===== config.mk =====
export PLATFORM = sky130hd
export DESIGN_NAME = closed_loop_synchronizer_arbiter
export DESIGN_NICKNAME = d
export VERILOG_FILES = /design/src/rtl/closed_loop_synchronizer_arbiter.sv
export SDC_FILE = /design/constraint.sdc
export NUM_CORES = 1
export LEC_CHECK = 0
export CAP_MARGIN = 40
export CORE_ASPECT_RATIO = 0.9
export CORE_MARGIN = 5
export CORE_UTILIZATION = 25
export DETAILED_ROUTE_END_ITERATION = 10
export GPL_TIMING_DRIVEN = 0
export PLACE_DENSITY = 0.5
export SLEW_MARGIN = 20
export SYNTH_ARGS = -nofsm -noshare
export SYNTH_HDL_FRONTEND = slang
export SYNTH_SLANG_ARGS = --single-unit

===== constraint.sdc =====
create_clock -name clock -period 4.7 [get_ports clock]
set_input_delay 0.94 -clock clock [delete_from_list [all_inputs] [get_ports clock]]
set_output_delay 0.94 -clock clock [all_outputs]
set_load 0.05 [all_outputs]

===== src/rtl/closed_loop_synchronizer_arbiter.sv =====
// Source-domain round-robin arbiter sharing one closed-loop vector synchronizer.
// A winner's data is launched into the synchronizer. The arbiter then follows the
// synchronizer's busy rise/fall handshake and pulses ready back to the winner.
module closed_loop_synchronizer_arbiter #(
   parameter int unsigned WIDTH       = 8,
   parameter int unsigned REQUESTERS  = 4,
   parameter int unsigned INDEX_WIDTH = (REQUESTERS > 2) ? $clog2(REQUESTERS) : 1
) (
   input  logic                         clock,
   input  logic                         reset,
   input  logic [REQUESTERS-1:0]        request_valid,
   input  logic [REQUESTERS*WIDTH-1:0]  request_data,
   output logic [REQUESTERS-1:0]        request_ready,
   output logic [WIDTH-1:0]             synchronizer_data,
   input  logic                         synchronizer_busy,
   output logic [INDEX_WIDTH-1:0]       grant_index,
   output logic                         transfer_active
);

   typedef enum logic [1:0] {
      StIdle,
      StWaitRise,
      StWaitFall,
      StDone
   } state_e;

   localparam logic [INDEX_WIDTH-1:0] LastIndex = INDEX_WIDTH'(REQUESTERS - 1);

   state_e                    state_q, state_d;
   logic [INDEX_WIDTH-1:0]    pointer_q, pointer_d;
   logic [INDEX_WIDTH-1:0]    grant_q, grant_d;
   // Also serves as last_sent: both are loaded together and share a reset value.
   logic [WIDTH-1:0]          sync_data_q, sync_data_d;
   logic [REQUESTERS-1:0]     ready_q, ready_d;

   logic [WIDTH-1:0]          client_data [REQUESTERS];
   logic [INDEX_WIDTH-1:0]    winner_index;
   logic                      winner_found;
   logic [WIDTH-1:0]          winner_data;
   logic                      grant_now;
   logic                      data_differs;

   // Unpack the flat client data bus into one word per client.
   for (genvar i = 0; i < REQUESTERS; i++) begin : g_unpack
      assign client_data[i] = request_data[i*WIDTH +: WIDTH];
   end

   // Search upward from pointer+1, wrapping, for the first valid client.
   always_comb begin
      logic [INDEX_WIDTH-1:0] candidate;
      winner_found = 1'b0;
      winner_index = '0;
      candidate    = pointer_q;
      for (int unsigned k = 0; k < REQUESTERS; k++) begin
         if (candidate == LastIndex) begin
            candidate = '0;
         end else begin
            candidate = candidate + INDEX_WIDTH'(1);
         end
         if (!winner_found && request_valid[candidate]) begin
            winner_found = 1'b1;
            winner_index = candidate;
         end
      end
   end

   assign winner_data  = client_data[winner_index];
   // Busy holds off new grants so a still-running handshake is never disturbed.
   assign grant_now    = (state_q == StIdle) && winner_found && !synchronizer_busy;
   // Resending the current value would not toggle busy, so that case skips the wait.
   assign data_differs = (winner_data != sync_data_q);

   // State register.
   always_ff @(posedge clock or posedge reset) begin
      if (reset) begin
         state_q <= StIdle;
      end else begin
         state_q <= state_d;
      end
   end

   // Next-state logic following the busy rise/fall handshake.
   always_comb begin
      state_d = state_q;
      unique case (state_q)
         StIdle: begin
            if (grant_now) begin
               state_d = data_differs ? StWaitRise : StDone;
            end
         end
         StWaitRise: begin
            if (synchronizer_busy) begin
               state_d = StWaitFall;
            end
         end
         StWaitFall: begin
            if (!synchronizer_busy) begin
               state_d = StDone;
            end
         end
         StDone: begin
            state_d = StIdle;
         end
         default: begin
            state_d = StIdle;
         end
      endcase
   end

   // Output and datapath next values; ready is decoded from the next state so it is registered.
   always_comb begin
      pointer_d   = pointer_q;
      grant_d     = grant_q;
      sync_data_d = sync_data_q;
      ready_d     = '0;
      if (grant_now) begin
         pointer_d = winner_index;
         grant_d   = winner_index;
         if (data_differs) begin
            sync_data_d = winner_data;
         end
      end
      if (state_d == StDone) begin
         ready_d[grant_d] = 1'b1;
      end
   end

   // Datapath registers; pointer resets to the last client so client 0 wins first.
   always_ff @(posedge clock or posedge reset) begin
      if (reset) begin
         pointer_q   <= LastIndex;
         grant_q     <= '0;
         sync_data_q <= '0;
         ready_q     <= '0;
      end else begin
         pointer_q   <= pointer_d;
         grant_q     <= grant_d;
         sync_data_q <= sync_data_d;
         ready_q     <= ready_d;
      end
   end

   assign request_ready     = ready_q;
   assign synchronizer_data = sync_data_q;
   assign grant_index       = grant_q;
   assign transfer_active   = (state_q != StIdle);

endmodule


# After elaboration in Yosys (flattened, before gate mapping)
# Index checks and enable logic that the tools add are counted.
dict set report word_totals {
  elab_cells 71
  out_inout_bits 15
  in_bits 39
  register_bits 18
}
dict set report op_classes {
  n_reduce_logical 13
  bitwise_logic 1
  mux 32
  n_eq_ne 9
  add_sub_neg 4
  n_lt_le_gt_ge 7
}
# cell n
set ops {}
lappend ops {{$mux W2} 13}
lappend ops {{$bmux W8 S2} 1}
lappend ops {{$mux W8} 2}
lappend ops {{$lt A2 B3 Y1 const B} 5}
lappend ops {{$eq A2 B2 Y1 const B} 7}
lappend ops {{$mux W1} 9}
lappend ops {{$add A2 B1 Y2 const B} 4}
lappend ops {{$bmux W1 S2} 4}
lappend ops {{$ne A8 B8 Y1} 1}
lappend ops {{$pmux W2 S4} 1}
lappend ops {{$logic_and A1 B1 Y1} 6}
lappend ops {{$logic_not A1 Y1} 4}
lappend ops {{$mux W4} 1}
lappend ops {{$ge A3 B3 Y1 const B} 1}
lappend ops {{$not A2 Y3} 1}
lappend ops {{$demux W1 S2} 1}
lappend ops {{$eq A2 B1 Y1 const B} 1}
lappend ops {{$ge A2 B1 Y1 const B} 1}
lappend ops {{$logic_not A2 Y1} 1}
lappend ops {{$reduce_and A2 Y1} 1}
lappend ops {{$reduce_bool A2 Y1} 1}

# Longest topological paths before layout
dict set report logic_depth {
  word_depth 24
  mapped_depth 12
  depth_no_buf 10
}

# Least setup slack after synthesis
# No wires, ideal clock.
dict set report synth_timing {
  path_type {input to register}
  start {in request_valid[1]}
  end {reg sync_data_q[1], in the netlist synchronizer_data[1]}
  path_stages 10
  arrival_time_ns 3.271
  slack_ns 1.304
  t_required_ns 4.575
  cell_sequence {buf_2 > nand2b_1 > a21oi_1 > a21oi_2 > nor2_4 > mux4_2 > xnor2_2 > o2111ai_2 > o21ai_4 > mux2_4}
}
dict set report synth_via {
  elab_chain_cells 18
  elab_cells_between_ends 30
  cone_classes {eq/ne: 1; mux: 19; bitwise: 1; reduce/logical: 9}
}
# element line
set synth_rtl {}
lappend synth_rtl {{start: declaration} 11} ;# input logic [REQUESTERS-1:0] request_valid,
lappend synth_rtl {{$bmux W1 S2} 60} ;# if (!winner_found && request_valid[candidate]) begin
lappend synth_rtl {{$mux W1 (not written as such)} 60}
lappend synth_rtl {{$mux W1} 60}
lappend synth_rtl {{$logic_not A1 Y1} 60}
lappend synth_rtl {{$logic_and A1 B1 Y1} 60}
lappend synth_rtl {{$mux W1} 60}
lappend synth_rtl {{$logic_not A1 Y1} 60}
lappend synth_rtl {{$logic_and A1 B1 Y1} 60}
lappend synth_rtl {{$mux W1} 60}
lappend synth_rtl {{$logic_not A1 Y1} 60}
lappend synth_rtl {{$logic_and A1 B1 Y1} 60}
lappend synth_rtl {{$mux W2} 60}
lappend synth_rtl {{$not A2 Y3 (not written as such)} 67} ;# assign winner_data = client_data[winner_index];
lappend synth_rtl {{$bmux W8 S2} 67}
lappend synth_rtl {{$mux W8 (not written as such) (2 in series)} 67}
lappend synth_rtl {{$ne A8 B8 Y1} 71} ;# assign data_differs = (winner_data != sync_data_q);
lappend synth_rtl {{$reduce_and A2 Y1 (no source line)} --}
lappend synth_rtl {{end signal: assignment} 138} ;# sync_data_q <= sync_data_d;
lappend synth_rtl {{end: declaration} 33} ;# logic [WIDTH-1:0] sync_data_q, sync_data_d;
# Several ways; a longest one is shown, not always the timed one. The select of a mux whose other input is x is not followed.
# A chain may end at the register's enable or synchronous reset.

# Final worst setup path
dict set report layout_timing {
  start {in request_valid[0]}
  end {reg sync_data_q[2], in the netlist synchronizer_data[2]}
}
# Same word-level chain as after synthesis.

==> metrics.csv <==
metric,value,unit
status,completed,
Hold Path Class,reg -> reg,
Seq cells post-synth,18,
largest cells by area after synthesis,"dfrtp_1, nand2_1, nor2_1, mux2_4, dfstp_2",
number of synthesized flops with an enable pin,0,
hold depth,2,
Power Total,1.814,mW
VDD IR-drop max,0.0002194,V
CTS Buffer Depth,2,
"Async S/R FF share, synth",100.0,%
fmax,0.2510,GHz
max cap viols,0,
met3 Use GR,2.522,%
Yosys top cell by area,dfrtp_1,
ratio of cells with drive above 1 in the final layout,13.03,%
Pwr per Cell Area,758.4,nW/um^2
Slew @ Worst Pin,0.7297,ns
pin count of the biggest net entering global routing,19,
total grt overflow,0,
clock slew at reported path FFs,0.07,ns
sequential fraction of the synthesis area,26.50,%
Post-Place Cells,347,
CTS tree,built,
Total GRT Usage,12.18,%
die area,8592,sq um
final hold vios,0,
Final #Nets,302,
leakage power total,0.9794,nW
clk sinks,18,
post-CTS setup buffers,0,
TritonRoute pass-1 iters,4,
Die X,97.16,microns
Worst setup EP type,register,
ANT nets after route,0,
Initial Utilization,25.81,%
DR iter-0 viols,55,
Root Driver,clkbuf_8,
most common flop cell mapped by yosys,dfrtp_1,
reg2reg end,synchronizer_data[2],
Worst Path Max Fanout,7,
Synth cell types,67,
first-pass GRT wire length,8625,microns
RSZ-0062 raised after global routing,no,
drt total wl,5247,microns
post-placement cell area,2337,sq um
vias in the first global route,1728,
met2 Usage GRT,19.24,%
fin worst setup slack,0.7164,ns
clk_lat worst skew,0.25,ns
Post-Route Utilization,36.13,%
Place WS,0.4256,ns
Yosys warning total,0,
Crit Path Class,in -> reg,
Worst Path Required,4.84,ns
endpoints failing setup,0,
antenna violations before repair,0,
Core Region,6621,sq um
fin cells,351,
final period utilization,84.76,%
fin crit period,3.984,ns
Vias/cell,4.886,
area delta synth->final,39.97,%
Synth top area share,23.43,%
skew final,0.001607,ns
syn avg cell area,8.337,sq um
count of pins over their slew limit,0,
routability-driven placement congestion ratio,0.7475,
GR met1 Demand/Resource,17.02,%
via count,1715,
CTS Hold Bufs,0,
reg2reg setup slack,1.02,ns
"Design Area, Final",2392,sq um
Die Y-Extent,88.44,microns
hold wc startpoint,pointer_q[1],
drt wl/cell,14.95,microns
hold endpoint,pointer_q[1],
Critical Path AT,4.12,ns
relative slew slack,51.30,%
Worst Setup Start Kind,input port,
Worst R2R Start,pointer_q[0],
setup TNS,0,ns
gr busiest metal,met2,
post-cts resize count,0,
Reg2Reg Depth,11,
# IOs,54,
number of remaining DRC errors,0,
hpwl dp,4068,microns
# rows,28,
# diodes,0,
syn_nets,245,
Port Buf Inserts,51,
CTS buffer count,3,
Cells after Synth,205,
Mapped Area,1709,sq um
hold_ws,0.5182,ns
H-tree depth,1,
power by group:
part | switching, mW | leakage [nW] | internal [mW]
Clock | 0.0547 | 0.0288 | 0.0744
Combinational | 0.841 | 0.731 | 0.548
Sequential | 0.0681 | 0.219 | 0.228
Total | 0.964 | 0.979 | 0.850
final cells by class:
class | count | area, sq um
plain buffers | 10 | 50.05
multi-input cells | 166 | 1165
repair buffers | 52 | 515.5
clock buffers | 4 | 55.05
inverters | 11 | 41.29
well taps | 90 | 112.6
flip-flops and latches | 18 | 452.9
fillers | 700 | 4229
cells in the final DEF, fill, tap and decap left out, drive strengths merged, types with 3 or more instances in the layout:
cell / n
clkdlybuf4s50: 51
nand2: 32
nor2: 19
dfrtp: 16
inv: 11
a21oi: 11
o21ai: 8
clkbuf: 8
nor3: 7
buf: 7
nand3: 6
mux2: 6
nand2b: 5
mux2i: 5
xnor2: 5
o2111ai: 4
nor2b: 3
and3: 3
a2bb2oi: 3
o211ai: 3
o31ai: 3
a221oi: 3
a31oi: 3
a21boi: 3
per-layer routing:
| metal | share of wire (%) | wire [microns] |
|---|---|---|
| met2 | 43 | 2266 |
| met5 | 0 | 0 |
| met4 | 1.4 | 72 |
| met3 | 5.1 | 266 |
| met1 | 50 | 2642 |
cells by family (layout without fill, tap and decap cells):
kind of cell               count (synthesis)  count (layout)  share of synthesized area (%)
AOI/OAI and AO/OA                         58              58                          28.55
xor gates and xnor gates                   7               7                          4.027
adders and majority gates                  1               1                         0.7319
buffers and inverters                     21              77                          5.344
DFF                                       18              18                          26.50
muxes                                     12              12                          9.078
and+or+nand+nor                           88              88                          25.77
cells in the mapped netlist, types with 2 or more instances:
| library cell | count |
|---|---|
| o31ai_1 | 3 |
| a21boi_0 | 2 |
| and3_1 | 3 |
| mux2_4 | 4 |
| a2bb2oi_1 | 3 |
| mux2i_1 | 5 |
| xnor2_1 | 4 |
| o211ai_1 | 3 |
| nand3_1 | 6 |
| o21ai_0 | 6 |
| nor2b_1 | 3 |
| dfstp_2 | 2 |
| a221oi_1 | 3 |
| nor3_1 | 7 |
| xor2_1 | 2 |
| nand2b_1 | 5 |
| a31oi_1 | 2 |
| nand2_1 | 31 |
| inv_1 | 11 |
| o2111ai_1 | 3 |
| clkbuf_1 | 4 |
| a21o_1 | 2 |
| nand4_1 | 2 |
| nor2_1 | 18 |
| buf_2 | 4 |
| dfrtp_1 | 16 |
| a21oi_1 | 10 |
| and2_1 | 2 |
worst max-delay path, stage by stage:
cell and delay [ns]:
clkdlybuf4s50_1 0.63, nand2b_1 0.12, a21oi_1 0.23, a21oi_2 0.17
nor2_4 0.28, mux4_2 0.59, xnor2_2 0.19, o2111ai_2 0.24
o21ai_4 0.39, mux2_4 0.34
state kept, by name (all words and copies together), names as in the netlist:
name	flops
state_q	2
synchronizer_data	8
grant_index	2
pointer_q	2
request_ready	4
how the worst max path moves through the flow:
stage                           end        startpoint  slack (ns)  cells past startpoint
6_report       synchronizer_data[2]  request_valid[0]        0.72                     10
5_1_grt        synchronizer_data[2]  request_valid[0]        0.52                     11
4_1_cts        synchronizer_data[2]  request_valid[0]        0.68                     10
3_5_place_dp   synchronizer_data[2]  request_valid[0]        0.43                     10
3_3_place_gp   synchronizer_data[4]  request_valid[0]        0.44                     10
2_1_floorplan  synchronizer_data[1]  request_valid[1]        1.30                     10
No activity file was read; power rests on OpenSTA's default activity.
